--- config.mk ---
export PLATFORM = sky130hd
export DESIGN_NAME = result_collector
export DESIGN_NICKNAME = d
export VERILOG_FILES = /design/src/rtl/result_collector_pkg.sv /design/src/rtl/rc_bank.sv /design/src/rtl/result_collector.sv
export SDC_FILE = /design/constraint.sdc
export NUM_CORES = 1
export LEC_CHECK = 0
export CAP_MARGIN = 15
export CORE_ASPECT_RATIO = 1.25
export CORE_MARGIN = 2
export CORE_UTILIZATION = 51
export DETAILED_ROUTE_END_ITERATION = 12
export GPL_TIMING_DRIVEN = 0
export PLACE_DENSITY = 0.71
export SYNTH_ARGS = -nofsm -noshare
export SYNTH_HDL_FRONTEND = slang
export SYNTH_SLANG_ARGS = --single-unit
--- constraint.sdc ---
create_clock -name clk -period 3.78 [get_ports clk]
set_input_delay 0.567 -clock clk [delete_from_list [all_inputs] [get_ports clk]]
set_output_delay 0.567 -clock clk [all_outputs]
set_load 0.01 [all_outputs]
--- src/rtl/result_collector_pkg.sv ---
// Shared types for the result collector: per-bank state encoding and index-width helper.
// Latency: n/a (types and constants only).
// Backpressure: n/a.
//
// Contents:
//   bank_state_t   EMPTY / FILLING / FULL / DRAINING lifecycle of one row bank
//   idx_width()    word-index width for a given row length (never below 1 bit)
package result_collector_pkg;

  typedef enum logic [1:0] {
    BANK_EMPTY    = 2'd0,
    BANK_FILLING  = 2'd1,
    BANK_FULL     = 2'd2,
    BANK_DRAINING = 2'd3
  } bank_state_t;

  localparam int DEFAULT_ARRAY_SIZE = 32;

  function automatic int idx_width(input int n);
    return (n > 1) ? $clog2(n) : 1;
  endfunction

  localparam int DEFAULT_IDX_W = idx_width(DEFAULT_ARRAY_SIZE);

endpackage

--- src/rtl/rc_bank.sv ---
// One row bank: word storage, written-bitmap, completion pulse and lifecycle state.
// Latency: write visible in storage/bitmap one edge after it is sampled; read is combinational.
// Backpressure: none; writes arriving while FULL or DRAINING are refused (accept=0).
//
// Ports:
//   clk, srstn              clock, synchronous active-low reset (state/bitmap only)
//   we, waddr, wdata        write request aimed at this bank
//   start_drain             FULL -> DRAINING
//   release_row             DRAINING -> EMPTY, bitmap cleared
//   rd_idx, rd_data         combinational read port for the drain side
//   state                   current bank state
//   accept                  this cycle's write is stored
//   fill_done               this cycle's write completes the row (bank is FULL after the edge)
module rc_bank
  import result_collector_pkg::*;
#(
  parameter int ARRAY_SIZE = 32,
  parameter int DATA_WIDTH = 32
) (
  input  logic                          clk,
  input  logic                          srstn,
  input  logic                          we,
  input  logic [$clog2(ARRAY_SIZE)-1:0] waddr,
  input  logic [DATA_WIDTH-1:0]         wdata,
  input  logic                          start_drain,
  input  logic                          release_row,
  input  logic [$clog2(ARRAY_SIZE)-1:0] rd_idx,
  output logic [DATA_WIDTH-1:0]         rd_data,
  output bank_state_t                   state,
  output logic                          accept,
  output logic                          fill_done
);

  logic [DATA_WIDTH-1:0] mem [ARRAY_SIZE];
  logic [ARRAY_SIZE-1:0] bitmap_q;
  logic [ARRAY_SIZE-1:0] bitmap_d;
  logic [ARRAY_SIZE-1:0] wr_onehot;
  bank_state_t           state_q;
  bank_state_t           state_d;

  always_comb begin
    state_d   = state_q;
    bitmap_d  = bitmap_q;
    accept    = 1'b0;
    fill_done = 1'b0;
    wr_onehot = '0;
    wr_onehot[waddr] = 1'b1;
    case (state_q)
      BANK_EMPTY, BANK_FILLING: begin
        if (we) begin
          accept   = 1'b1;
          // A duplicate address leaves the bitmap as it was; only the data changes.
          bitmap_d = bitmap_q | wr_onehot;
          if (&bitmap_d) begin
            state_d   = BANK_FULL;
            fill_done = 1'b1;
          end else begin
            state_d   = BANK_FILLING;
          end
        end
      end
      BANK_FULL: begin
        if (start_drain) begin
          state_d = BANK_DRAINING;
        end
      end
      BANK_DRAINING: begin
        if (release_row) begin
          state_d  = BANK_EMPTY;
          bitmap_d = '0;
        end
      end
      default: begin
        state_d  = BANK_EMPTY;
        bitmap_d = '0;
      end
    endcase
  end

  always_ff @(posedge clk) begin
    if (!srstn) begin
      state_q  <= BANK_EMPTY;
      bitmap_q <= '0;
    end else begin
      state_q  <= state_d;
      bitmap_q <= bitmap_d;
    end
  end

  // Storage is deliberately not reset; the bitmap alone decides what is valid.
  always_ff @(posedge clk) begin
    if (accept) begin
      mem[waddr] <= wdata;
    end
  end

  assign rd_data = mem[rd_idx];
  assign state   = state_q;

endmodule

--- src/rtl/result_collector.sv ---
// Reassembles ARRAY_SIZE-word rows from an out-of-order word write stream and drains them in index order.
// Latency: completing write sampled at edge E -> out_valid high after edge E+1; back-to-back rows drain with no bubble.
// Backpressure: valid/ready on the drain side holds data/idx/last; the write side never stalls, refused writes set sticky overflow.
//
// Build option: define RESULT_COLLECTOR_DOUBLE_BUF_EN for two ping-pong banks (fill during drain);
// without it a single bank is used and every write while FULL or DRAINING is dropped.
//
// Ports:
//   clk, srstn                         clock, synchronous active-low reset
//   in_we, in_waddr, in_wdata          incoming word write stream
//   out_valid, out_ready               drain handshake
//   out_data, out_idx, out_last        drained word, its index, last-word flag
//   out_row_id                         count of fully drained rows (wraps)
//   overflow, ovf_clr                  sticky dropped-write flag and its clear (clear wins)
module result_collector
  import result_collector_pkg::*;
#(
  parameter int ARRAY_SIZE   = 32,
  parameter int DATA_WIDTH   = 32,
  parameter int ROW_ID_WIDTH = 16
) (
  input  logic                          clk,
  input  logic                          srstn,
  input  logic                          in_we,
  input  logic [$clog2(ARRAY_SIZE)-1:0] in_waddr,
  input  logic [DATA_WIDTH-1:0]         in_wdata,
  output logic                          out_valid,
  input  logic                          out_ready,
  output logic [DATA_WIDTH-1:0]         out_data,
  output logic [$clog2(ARRAY_SIZE)-1:0] out_idx,
  output logic                          out_last,
  output logic [ROW_ID_WIDTH-1:0]       out_row_id,
  output logic                          overflow,
  input  logic                          ovf_clr
);

  localparam int AW = $clog2(ARRAY_SIZE);
  localparam logic [AW-1:0] LAST_IDX = AW'(ARRAY_SIZE - 1);

`ifdef RESULT_COLLECTOR_DOUBLE_BUF_EN
  localparam int NBANKS = 2;
`else
  localparam int NBANKS = 1;
`endif

  logic [NBANKS-1:0]     fill_sel;
  logic [NBANKS-1:0]     drain_sel;
  logic [NBANKS-1:0]     bank_we;
  logic [NBANKS-1:0]     bank_start;
  logic [NBANKS-1:0]     bank_release;
  logic [NBANKS-1:0]     bank_accept;
  logic [NBANKS-1:0]     bank_fill_done;
  bank_state_t           bank_state   [NBANKS];
  logic [DATA_WIDTH-1:0] bank_rd_data [NBANKS];

  logic [AW-1:0]           drain_idx;
  logic [ROW_ID_WIDTH-1:0] row_id;
  logic                    ovf_q;
  logic                    drain_active;
  logic [DATA_WIDTH-1:0]   drain_data;
  logic                    hs;
  logic                    last_hs;
  logic                    drop;

  // ---------------------------------------------------------------------------
  // Bank pointers
  // ---------------------------------------------------------------------------
`ifdef RESULT_COLLECTOR_DOUBLE_BUF_EN
  logic fill_ptr;
  logic drain_ptr;

  assign fill_sel  = {fill_ptr, ~fill_ptr};
  assign drain_sel = {drain_ptr, ~drain_ptr};

  // The fill pointer moves on the completing write itself, so the very next
  // cycle's write already lands in the other bank.
  always_ff @(posedge clk) begin
    if (!srstn) begin
      fill_ptr  <= 1'b0;
      drain_ptr <= 1'b0;
    end else begin
      if (|(bank_fill_done & fill_sel)) begin
        fill_ptr <= ~fill_ptr;
      end
      if (last_hs) begin
        drain_ptr <= ~drain_ptr;
      end
    end
  end
`else
  logic unused_fill_done;

  // With one bank, both roles always point at it; the completion pulse has no pointer to move.
  assign fill_sel         = 1'b1;
  assign drain_sel        = 1'b1;
  assign unused_fill_done = |bank_fill_done;
`endif

  // ---------------------------------------------------------------------------
  // Banks
  // ---------------------------------------------------------------------------
  for (genvar b = 0; b < NBANKS; b++) begin : g_bank
    assign bank_we[b]      = in_we & fill_sel[b];
    // A FULL bank starts draining when it is the drain bank, or on the edge the
    // current drain bank hands off, so consecutive rows leave no idle cycle.
    assign bank_start[b]   = (bank_state[b] == BANK_FULL) & (drain_sel[b] | last_hs);
    assign bank_release[b] = last_hs & drain_sel[b];

    rc_bank #(
      .ARRAY_SIZE (ARRAY_SIZE),
      .DATA_WIDTH (DATA_WIDTH)
    ) u_bank (
      .clk         (clk),
      .srstn       (srstn),
      .we          (bank_we[b]),
      .waddr       (in_waddr),
      .wdata       (in_wdata),
      .start_drain (bank_start[b]),
      .release_row (bank_release[b]),
      .rd_idx      (drain_idx),
      .rd_data     (bank_rd_data[b]),
      .state       (bank_state[b]),
      .accept      (bank_accept[b]),
      .fill_done   (bank_fill_done[b])
    );
  end

  // ---------------------------------------------------------------------------
  // Drain-side selection
  // ---------------------------------------------------------------------------
  always_comb begin
    drain_active = 1'b0;
    drain_data   = '0;
    for (int b = 0; b < NBANKS; b++) begin
      if (drain_sel[b]) begin
        drain_active = (bank_state[b] == BANK_DRAINING);
        drain_data   = bank_rd_data[b];
      end
    end
  end

  assign hs      = drain_active & out_ready;
  assign last_hs = hs & (drain_idx == LAST_IDX);

  // Bank state is the pre-edge value, so a write racing a bank release is still refused.
  assign drop    = in_we & ~(|bank_accept);

  // ---------------------------------------------------------------------------
  // Drain counter, row counter, overflow
  // ---------------------------------------------------------------------------
  always_ff @(posedge clk) begin
    if (!srstn) begin
      drain_idx <= '0;
      row_id    <= '0;
      ovf_q     <= 1'b0;
    end else begin
      if (hs) begin
        drain_idx <= last_hs ? '0 : drain_idx + AW'(1);
      end
      if (last_hs) begin
        row_id <= row_id + ROW_ID_WIDTH'(1);
      end
      if (ovf_clr) begin
        ovf_q <= 1'b0;
      end else if (drop) begin
        ovf_q <= 1'b1;
      end
    end
  end

  assign out_valid  = drain_active;
  assign out_data   = drain_active ? drain_data : '0;
  assign out_idx    = drain_idx;
  assign out_last   = drain_active & (drain_idx == LAST_IDX);
  assign out_row_id = row_id;
  assign overflow   = ovf_q;

endmodule

==> results by group, run 1 <==
Global routing
  • GRT Overall Usage: 24.5%
  • Global route overflow: 0
  • First-pass GRT wire length: 145000 um
  • Largest net degree at the start of global routing: 33
  • Number of global-route vias before repair: 21276
  • Number of antenna violations at the first check in global routing: 1

Synth
  • Synth unique cells: 43
  • Total nets after synthesis: 1895
  • Syn avg cell area: 22.5 um^2
  • Post-synth top area share: 73.9%
  • Number of synthesized flops with an enable pin: 1024
  • Sequential area share after synthesis: 76.8%
  • Synthesis warning total: 0
  • Area contributors post-synth: edfxtp_1 74%, mux4_2 17%, dfxtp_1 2.9%, nor2_1 0.90%, mux2i_1 0.79%
  • Most frequent cell after synthesis: edfxtp_1
  • Seq cells post-synth: 1085
  • Asr flop ratio synth: 0%
  • Primary FF master, synth: edfxtp_1
  • Post-Syn Instances: 1850
  • Cell taking the most area after synthesis: edfxtp_1
  • Syn Std Cell Area: 41600 um^2
  • Synth cell count leaders: 1024 x edfxtp_1, 320 x mux4_2, 100 x nor2_1, 61 x dfxtp_1, 55 x clkbuf_1

Timing
  • Final Setup Violations: 0
  • Final Cycle Share: 98.8%
  • Hold Fails Final Rpt: 0
  • Slew headroom: 20.0%
  • Final min period: 3.74 ns
  • Skew final: 0.0222 ns
  • Final Max Tran Viols: 0
  • Tightest Pin Transition: 1.20 ns
  • Maximum clock frequency: 0.268 GHz
  • RSZ-0062 raised after global routing: false

Clocking
  • Clock tree sinks: 1085
  • Clock buffers created by TritonCTS: 98
  • Root buffer selected by CTS: clkbuf_16
  • Reg clk slew, reported paths: 0.07 ns
  • CTS tree: yes
  • Clock Path Buffers: 3
  • CTS H-tree depth: 3
  • Insertion delay to the later sink of the worst-skew pair: 0.68 ns

Layout
  • Final core utilization: 60.1%
  • Multi-input logic area: 9460 um^2
  • Share of layout cells above drive strength 1: 30.4%
  • FF/Latch Area: 32000 um^2
  • Antenna cells: 0
  • Final nets: 2142
  • Layout fillers: 5550
  • Area growth syn-to-layout: 17.2%

Power and ir drop
  • Power Density: 479 nW/um^2
  • Leakage: 14.8 nW
  • Worst VDD drop: 0.356 mV
  • Design Power: 23.4 mW

Worst setup path
  • Highest cell delay on the worst timing path: 0.54 ns
  • Data required time of the worst path: 3.21 ns
  • Maximum fanout along the worst path: 8
  • Top cell family by delay on the critical path: multiplexers
  • CP arrival: 3.17 ns
  • CP max stage cell: mux4_2
  • Crit path cell chain: buf_12 -> buf_16 -> bufbuf_16 -> mux4_2 -> mux4_2 -> mux2i_1 -> nor2_1 -> buf_2
  • Worst Setup Path Type: reg2out
  • CP Capture Type: primary output
  • Most frequent CP cell: mux4_2
  • CP startpoint kind: register
  • Crit path buf inv count: 4

Outcome
  • Outcome: complete, no violations

Die
  • Starting Density: 51.3%
  • Core Rows: 117
  • I/O pin count: 98
  • Core ar.: 81100 um^2
  • Die X: 260 um
  • Die area: 83900 um^2
  • Die H: 323 um

Route
  • Post-Route WL: 101000 um
  • Total number of vias: 20397
  • Starting DRT DRC Count: 2500
  • Detailed-route wire length per cell: 31.0 um
  • DRT Pass-1 Iters: 7
  • DRT antenna net count: 0
  • DR vias/cell: 6.28
  • Post-route DRC: 0

Hold path
  • Min-Delay Path Class: in2reg

Job
  • Max Cap Violations: 0

Placement
  • Dpl hpwl: 61200 um
  • Routability cong.: 0.835
  • PortBufs: 95
[worst register-to-register path, cell delays in order (launching register included)]
cell and delay [ns]:
dfxtp_1 0.40, nor2b_1 0.21, clkbuf_1 0.39, nand3_1 0.69, nor2_4 1.00, buf_16 0.26
[cell families after synthesis]
kind of cell,after synthesis,share of synthesized area [%]
flops,1085,76.8
xor+xnor,14,0.295
simple gates,220,2.58
mux,353,18.1
fa+ha+maj,3,0.0902
compound gates,74,0.998
buf+inv,101,1.14
[cells in the final DEF (no fill, tap or decap), types with 13 or more instances in the layout]
cell type / synthesis / layout
nor2_1: 100 / 67
nor2_4: 0 / 32
buf_4: 11 / 13
clkinv_2: 0 / 25
dfxtp_1: 61 / 59
mux4_2: 320 / 320
nand3_1: 15 / 15
edfxtp_1: 1024 / 1024
clkdlybuf4s50_1: 0 / 63
clkbuf_2: 0 / 27
clkinv_1: 0 / 22
buf_2: 24 / 19
mux2i_1: 33 / 30
buf_16: 0 / 17
buf_12: 0 / 49
a21oi_1: 46 / 46
nand2_1: 26 / 26
clkbuf_16: 0 / 102
clkbuf_4: 0 / 19
clkbuf_1: 55 / 31
and3_1: 14 / 14
[power by group]
group	leakage, nW	total [mW]	internal [mW]	switching [mW]
registers	9.72	13.3	13.3	0.0378
clock network	1.53	9.60	5.25	4.34
logic	3.60	0.435	0.125	0.309
total	14.8	23.4	18.7	4.69
[routing by layer]
layer | track usage (%) | vias to the layer above | part of all wire (%)
met5 | 0 | - | 0
met2 | 42.3 | 1073 | 52
met4 | 10.1 | 0 | 4.0
met3 | 3.92 | 220 | 7.3
met1 | 31.1 | 10792 | 36
li1 | - | 8312 | -
[state kept, by name, summed over array words and instances (netlist names), named ones only]
register	flops
g_bank.u_bank.bitmap_q	32
g_bank.u_bank.mem	1024
g_bank.u_bank.state	2
out_idx	5
out_row_id	16
overflow	1
[area by class of cell]
class / instances / area share (%)
Sequential cell: 1085 / 65.6
Multi-Input combinational cell: 664 / 19.4
Inverter: 3 / 0.0231
Clock buffer: 116 / 5.30
Timing Repair Buffer: 148 / 3.79
Tap cell: 1071 / 2.75
Clock inverter: 65 / 0.998
Buffer: 97 / 2.20
[worst paths after layout]
path                                      start                             to  slack (ns)  cells after the start
setup / recovery                       register                    out_data[3]        0.04                      8
hold reg to reg   g_bank[0].u_bank.bitmap_q[21]  g_bank[0].u_bank.bitmap_q[21]        0.47                      2
setup reg to reg      g_bank[0].u_bank.state[1]    g_bank[0].u_bank.mem[7][22]        0.47                      5
hold / removal                      in_waddr[3]   g_bank[0].u_bank.bitmap_q[6]        0.40                      4
[through the flow]
| step | TNS, ns | instances | area (um^2) | worst slack, ns | hold slack (ns) |
|---|---|---|---|---|---|
| after global routing | 0 | 3249 | 48800 | 0.00107 | 0.429 |
| after CTS | -0.00529 | 3237 | 48700 | -0.00434 | 0.366 |
| after floorplan | 0 | 1850 | 41600 | 0.582 | 0.426 |
| final | 0 | 3249 | 48800 | 0.0450 | 0.395 |
| after detailed placement | -22.37 | 3050 | 44900 | -0.645 | 0.455 |
| after global placement | -1848.91 | 3016 | 43900 | -1.92 | 0.439 |
[what timing repair did]
item                                    in CTS  in global routing
hold buffers                                 0                  0
endpoints found under the setup margin      32                 24
setup buffers                                3                 10
endpoints found under the hold margin        0                  0
gates cloned                                 4                  0
resized for setup                          264                 32
Power figures use the tool's default switching activity.
==> run 2: changes to the inputs <==
--- a/config.mk
+++ b/config.mk
@@ -7,7 +7,7 @@
 export LEC_CHECK = 0
 export CAP_MARGIN = 15
 export CORE_ASPECT_RATIO = 1.25
-export CORE_MARGIN = 2
+export CORE_MARGIN = 3
 export CORE_UTILIZATION = 51
 export DETAILED_ROUTE_END_ITERATION = 12
 export GPL_TIMING_DRIVEN = 0
==> results by group, run 2 (synthesis results as in run 1) <==
Outcome
  • Outcome: complete, no violations

Route
  • Post-Route WL: 98700 um (-2.0%)
  • Post-route DRC: 0 (unchanged)
  • Starting DRT DRC Count: 2414 (-3.4%)
  • Total number of vias: 20226 (-0.84%)
  • Detailed-route wire length per cell: 30.4 um (-1.9%)
  • DRT Pass-1 Iters: 6 (-1)
  • DRT antenna net count: 0 (unchanged)
  • DR vias/cell: 6.23 (-0.69%)

Die
  • Core ar.: 80600 um^2 (-0.68%)
  • Die H: 325 um (+0.62%)
  • Starting Density: 51.7% (+0.35 points)
  • Die X: 262 um (+0.77%)
  • Core Rows: 116 (-0.85%)
  • I/O pin count: 98 (unchanged)
  • Die area: 85100 um^2 (+1.4%)

Worst setup path
  • Worst Setup Path Type: reg2out
  • CP Capture Type: primary output
  • CP arrival: 3.16 ns (about the same)
  • CP startpoint kind: register
  • Maximum fanout along the worst path: 6 (-2)
  • Data required time of the worst path: 3.21 ns (about the same)

Clocking
  • Insertion delay to the later sink of the worst-skew pair: 0.66 ns (-0.02 ns)
  • Reg clk slew, reported paths: 0.06 ns (about the same)
  • Clock tree sinks: 1085 (unchanged)
  • Root buffer selected by CTS: clkbuf_16
  • Clock buffers created by TritonCTS: 99 (+1.0%)
  • CTS tree: yes
  • CTS H-tree depth: 3 (unchanged)
  • Hold-fix buffers at CTS: 0 (unchanged)
  • Clock Path Buffers: 3 (unchanged)

Layout
  • Area growth syn-to-layout: 17.5%
  • Fin area: 48900 um^2 (+0.31%)
  • Commonest non-fill, non-tap cell in the layout: edfxtp_1
  • Share of layout cells above drive strength 1: 30.5% (+0.082 points)
  • Most frequent cells in the layout: 1024 x edfxtp_1, 320 x mux4_2, 103 x clkbuf_16
  • Most flops, register: g_bank.u_bank.mem
  • Largest register FFs: 1024 (unchanged)
  • Antenna cells: 0 (unchanged)
  • Final nets: 2149 (+0.33%)
  • Layout fillers: 5353 (-3.5%)

Global routing
  • Number of global-route vias before repair: 21233 (-0.20%)
  • GRT Overall Usage: 23.7% (-0.78 points)
  • First-pass GRT wire length: 144000 um (-0.74%)
  • Global route overflow: 0 (unchanged)
  • Largest net degree at the start of global routing: 33 (unchanged)
  • Number of antenna violations at the first check in global routing: 1 (unchanged)

Timing
  • Tightest Pin Transition: 1.22 ns (+0.0208 ns)
  • Final Cycle Share: 98.6% (-0.23 points)
  • Setup WS post-layout: 0.0536 ns (+0.00860 ns)
  • Hold Fails Final Rpt: 0 (unchanged)
  • Final min period: 3.73 ns (-0.00860 ns)
  • Slew headroom: 18.9% (-1.1 points)
  • Maximum clock frequency: 0.268 GHz (+0.23%)
  • RSZ-0062 raised after global routing: false
  • Final Setup Violations: 0 (unchanged)
  • Skew final: 0.0214 ns (-0.000810 ns)
  • Final Max Tran Viols: 0 (unchanged)

Power and ir drop
  • Worst VDD drop: 0.399 mV (+12%)
  • Design Power: 23.6 mW (+1.2%)
  • Power Density: 483 nW/um^2 (+0.84%)
  • Leakage: 14.9 nW (+0.49%)

Hold path
  • Min-Delay Path Class: in2reg

Job
  • Max Cap Violations: 0 (unchanged)

Placement
  • Dpl hpwl: 61100 um (-0.22%)
  • Dpl ws: -0.705 ns (-0.0600 ns)
  • Cell Area, Placed: 44800 um^2 (-0.11%)
  • Routability cong.: 0.832 (-0.28%)
  • PortBufs: 95 (unchanged)
-- run 2: cell types whose count changed in the layout (fill, tap and decap cells not counted), moves of 7 or more --
cell	change
clkbuf_2	-12
buf_2	+12
buf_12	+7
clkinv_2	-11
-- run 2: power breakdown --
group	total [mW]	switching, mW	internal (mW)
combinational	0.422	0.303	0.120
clock	9.88	4.28	5.60
sequential	13.3	0.0359	13.3
-- run 2: final cells by class --
type	instances	area, um^2	share of cell area [%]
Buffer	96	990	2.02
Clock buffer	126	2670	5.46
Clock inverter	53	504	1.03
Inverter	3	11.3	0.0230
Multi-Input combinational cell	664	9470	19.4
Sequential cell	1085	32000	65.3
Tap cell	1062	1330	2.72
Timing Repair Buffer	155	1980	4.04
-- run 2: timing repair --
action,CTS,global route
cloned,5,1
pin swaps,0,1
endpoints found under the hold margin,0,0
setup endpoints to repair,32,20
gates resized for setup,292,7
setup buffers,19,2
-- run 2: critical path: stages (launching register included) --
cell and delay (ns):
dfxtp_4 0.44, buf_12 0.18, buf_16 0.15, buf_12 0.11, mux4_2 0.51, mux4_2 0.52
mux2i_1 0.21, nor2_1 0.15, buf_2 0.20
-- run 2: stage by stage --
step | hold slack (ns) | instances | setup TNS [ns] | utilization [%]
after detailed placement | 0.449 | 3040 | -24.96 | 55.7
after global placement | 0.441 | 3007 | -1821.66 | 54.5
after floorplan | 0.426 | 1850 | 0 | -
final | 0.401 | 3244 | 0 | 60.7
after global routing | 0.425 | 3244 | 0 | 60.7
after CTS | 0.379 | 3243 | -0.298 | 60.7
-- run 2: worst paths after layout --
check / end / slack (ns) / cells after the start / start
worst max-delay path: out_data[0] / 0.05 / 8 / register
worst min-delay path: register / 0.40 / 3 / srstn
worst max register to register: g_bank[0].u_bank.mem[14][24] / 0.48 / 5 / g_bank[0].u_bank.state[1]
worst min register to register: g_bank[0].u_bank.bitmap_q[20] / 0.47 / 2 / g_bank[0].u_bank.bitmap_q[20]
-- run 2: layer usage --
| metal | track usage [%] | routed length (um) |
|---|---|---|
| met2 | 40.0 | 51300 |
| met5 | 0 | 0 |
| met1 | 31.5 | 36100 |
| met3 | 3.93 | 7840 |
| met4 | 8.57 | 3560 |
==> run 3: changes to the inputs <==
--- a/config.mk
+++ b/config.mk
@@ -6,7 +6,7 @@
 export NUM_CORES = 1
 export LEC_CHECK = 0
 export CAP_MARGIN = 15
-export CORE_ASPECT_RATIO = 1.25
+export CORE_ASPECT_RATIO = 0.5
 export CORE_MARGIN = 3
 export CORE_UTILIZATION = 51
 export DETAILED_ROUTE_END_ITERATION = 12
==> results by group, run 3 (synthesis results as in run 1) <==
Layout
  • Most flops, register: g_bank.u_bank.mem
  • FF/Latch Area: 32000 um^2 (about the same)
  • Layout fillers: 5284 (-1.3%)
  • Commonest non-fill, non-tap cell in the layout: edfxtp_1
  • Layout Cells excl Fill: 3291 (+1.4%)
  • Antenna cells: 0 (unchanged)
  • Final core utilization: 61.5% (+0.70 points)
  • Final nets: 2178 (+1.3%)
  • Area growth syn-to-layout: 18.2%
  • Most frequent cells in the layout: 1024 x edfxtp_1, 320 x mux4_2, 94 x clkbuf_16
  • Multi-input logic area: 9510 um^2 (+0.41%)
  • Largest register FFs: 1024 (unchanged)
  • Share of layout cells above drive strength 1: 32.1% (+1.6 points)

Timing
  • Skew final: 0.0160 ns (-0.00548 ns)
  • Maximum clock frequency: 0.266 GHz (-1.0%)
  • RSZ-0062 raised after global routing: true
  • Final Setup Violations: 0 (unchanged)
  • Final Max Tran Viols: 0 (unchanged)
  • Final min period: 3.76 ns (+0.0379 ns)
  • Hold Fails Final Rpt: 0 (unchanged)
  • Final Cycle Share: 99.6% (+1.0 points)
  • Slew headroom: 23.7% (+4.8 points)
  • Tightest Pin Transition: 1.14 ns (-0.0760 ns)

Clocking
  • Clock buffers created by TritonCTS: 91 (-8.1%)
  • CTS tree: yes
  • Reg clk slew, reported paths: 0.06 ns (about the same)
  • Clock Path Buffers: 3 (unchanged)
  • Root buffer selected by CTS: clkbuf_16
  • Clock tree sinks: 1085 (unchanged)
  • Hold-fix buffers at CTS: 0 (unchanged)
  • CTS H-tree depth: 3 (unchanged)
  • Insertion delay to the later sink of the worst-skew pair: 0.65 ns (about the same)

Route
  • DRT antenna net count: 0 (unchanged)
  • Detailed-route wire length per cell: 31.5 um (+3.6%)
  • Post-route DRC: 0 (unchanged)
  • DR vias/cell: 6.38 (+2.4%)
  • DRT Pass-1 Iters: 6 (unchanged)
  • Total number of vias: 21002 (+3.8%)
  • Post-Route WL: 104000 um (+5.1%)
  • Starting DRT DRC Count: 3176 (+32%)

Power and ir drop
  • Design Power: 23.3 mW (-1.5%)
  • Leakage: 15.1 nW (+1.0%)
  • Power Density: 473 nW/um^2 (-2.0%)
  • Worst VDD drop: 0.337 mV (-15%)

Die
  • Die X: 410 um (+57%)
  • Die area: 85300 um^2 (+0.22%)
  • I/O pin count: 98 (unchanged)
  • Core ar.: 80100 um^2 (-0.56%)
  • Core Rows: 73 (-37%)
  • Starting Density: 52.0% (+0.29 points)
  • Die H: 208 um (-36%)

Worst setup path
  • RR Endpoint: g_bank[0].u_bank.mem[6][14]
  • Internal reg-to-reg setup slack: 0.35 ns (-0.13 ns)
  • Worst Setup Path Type: reg2out
  • CP Capture Type: primary output
  • Worst r2r path cells: 5 (unchanged)
  • Maximum fanout along the worst path: 7 (+1)
  • Reg2reg start: g_bank[0].u_bank.state[1]
  • CP startpoint kind: register
  • CP arrival: 3.20 ns (+0.04 ns)
  • Data required time of the worst path: 3.21 ns (about the same)

Hold path
  • Hold Path Depth: 4 (+1)
  • Hold Path Origin: in_waddr[3]
  • Min-Delay Path Class: in2reg
  • Worst Hold End: g_bank[0].u_bank.bitmap_q[7]

Global routing
  • Number of global-route vias before repair: 20941 (-1.4%)
  • GRT Overall Usage: 24.2% (+0.47 points)
  • Largest net degree at the start of global routing: 33 (unchanged)
  • Global route overflow: 0 (unchanged)
  • First-pass GRT wire length: 147000 um (+2.0%)
  • Number of antenna violations at the first check in global routing: 0 (-1)

Placement
  • Dpl hpwl: 62000 um (+1.4%)
  • DP Cell Count: 3071 (+1.0%)
  • PortBufs: 95 (unchanged)
  • Routability cong.: 0.831 (-0.11%)

Job
  • Max Cap Violations: 0 (unchanged)

Outcome
  • Outcome: complete, no violations
==> run 3: per-stage QoR <==
stage	instance area, um^2	setup WS, ns	hold WS, ns	TNS, ns
5_1_grt	49200	-0.0369	0.439	-0.181
3_5_place_dp	45000	-0.632	0.458	-32.75
6_report	49200	0.0157	0.421	0
4_1_cts	48900	-0.111	0.373	-0.517
2_1_floorplan	41600	0.582	0.426	0
3_3_place_gp	43900	-2.25	0.439	-2066.13
==> run 3: what timing repair did <==
| action | in CTS | in global routing |
|---|---|---|
| gates cloned | 7 | 1 |
| pin swaps | 0 | 2 |
| setup buffers | 12 | 38 |
| endpoints found under the setup margin | 32 | 22 |
| gates resized for setup | 295 | 36 |
==> run 3: cell type report <==
type                            count  area share [%]
Tap cell                         1087            2.76
Sequential cell                  1085            65.0
Timing Repair Buffer              191            4.73
Clock inverter                     57            1.20
Multi-Input combinational cell    664            19.3
Inverter                            3          0.0229
Buffer                             97            2.17
Clock buffer                      107            4.83
==> run 3: critical path, stage by stage, from the launching register on <==
cell	delay [ns]
dfxtp_2	0.35
buf_8	0.13
buf_12	0.11
buf_16	0.17
buf_16	0.16
buf_12	0.13
mux4_2	0.51
mux4_2	0.48
mux2i_2	0.21
nor2_2	0.11
buf_2	0.19
==> run 3: where the power goes <==
part	switching (mW)	internal, mW
Clock	4.25	5.27
Sequential	0.0368	13.3
Combinational	0.315	0.123
Total	4.60	18.7
==> run 3: how the worst max path moves through the flow <==
stage | cells after the start | start | slack [ns] | endpoint
finish | 10 | register | 0.02 | out_data[29]
global route | 10 | register | -0.04 | out_data[15]
CTS | 9 | register | -0.11 | out_data[27]
detailed placement | 7 | register | -0.63 | out_data[27]
global placement | 5 | in_we | -2.25 | g_bank[0].u_bank.mem[15][13]
floorplan | 4 | in_waddr[2] | 0.58 | g_bank[0].u_bank.mem[10][0]
==> run 3: routing by layer <==
metal,global-route usage [%],wire [um]
met1,35.2,39900
met2,36.4,48800
met3,6.32,12500
met4,7.34,2600
met5,0.111,0
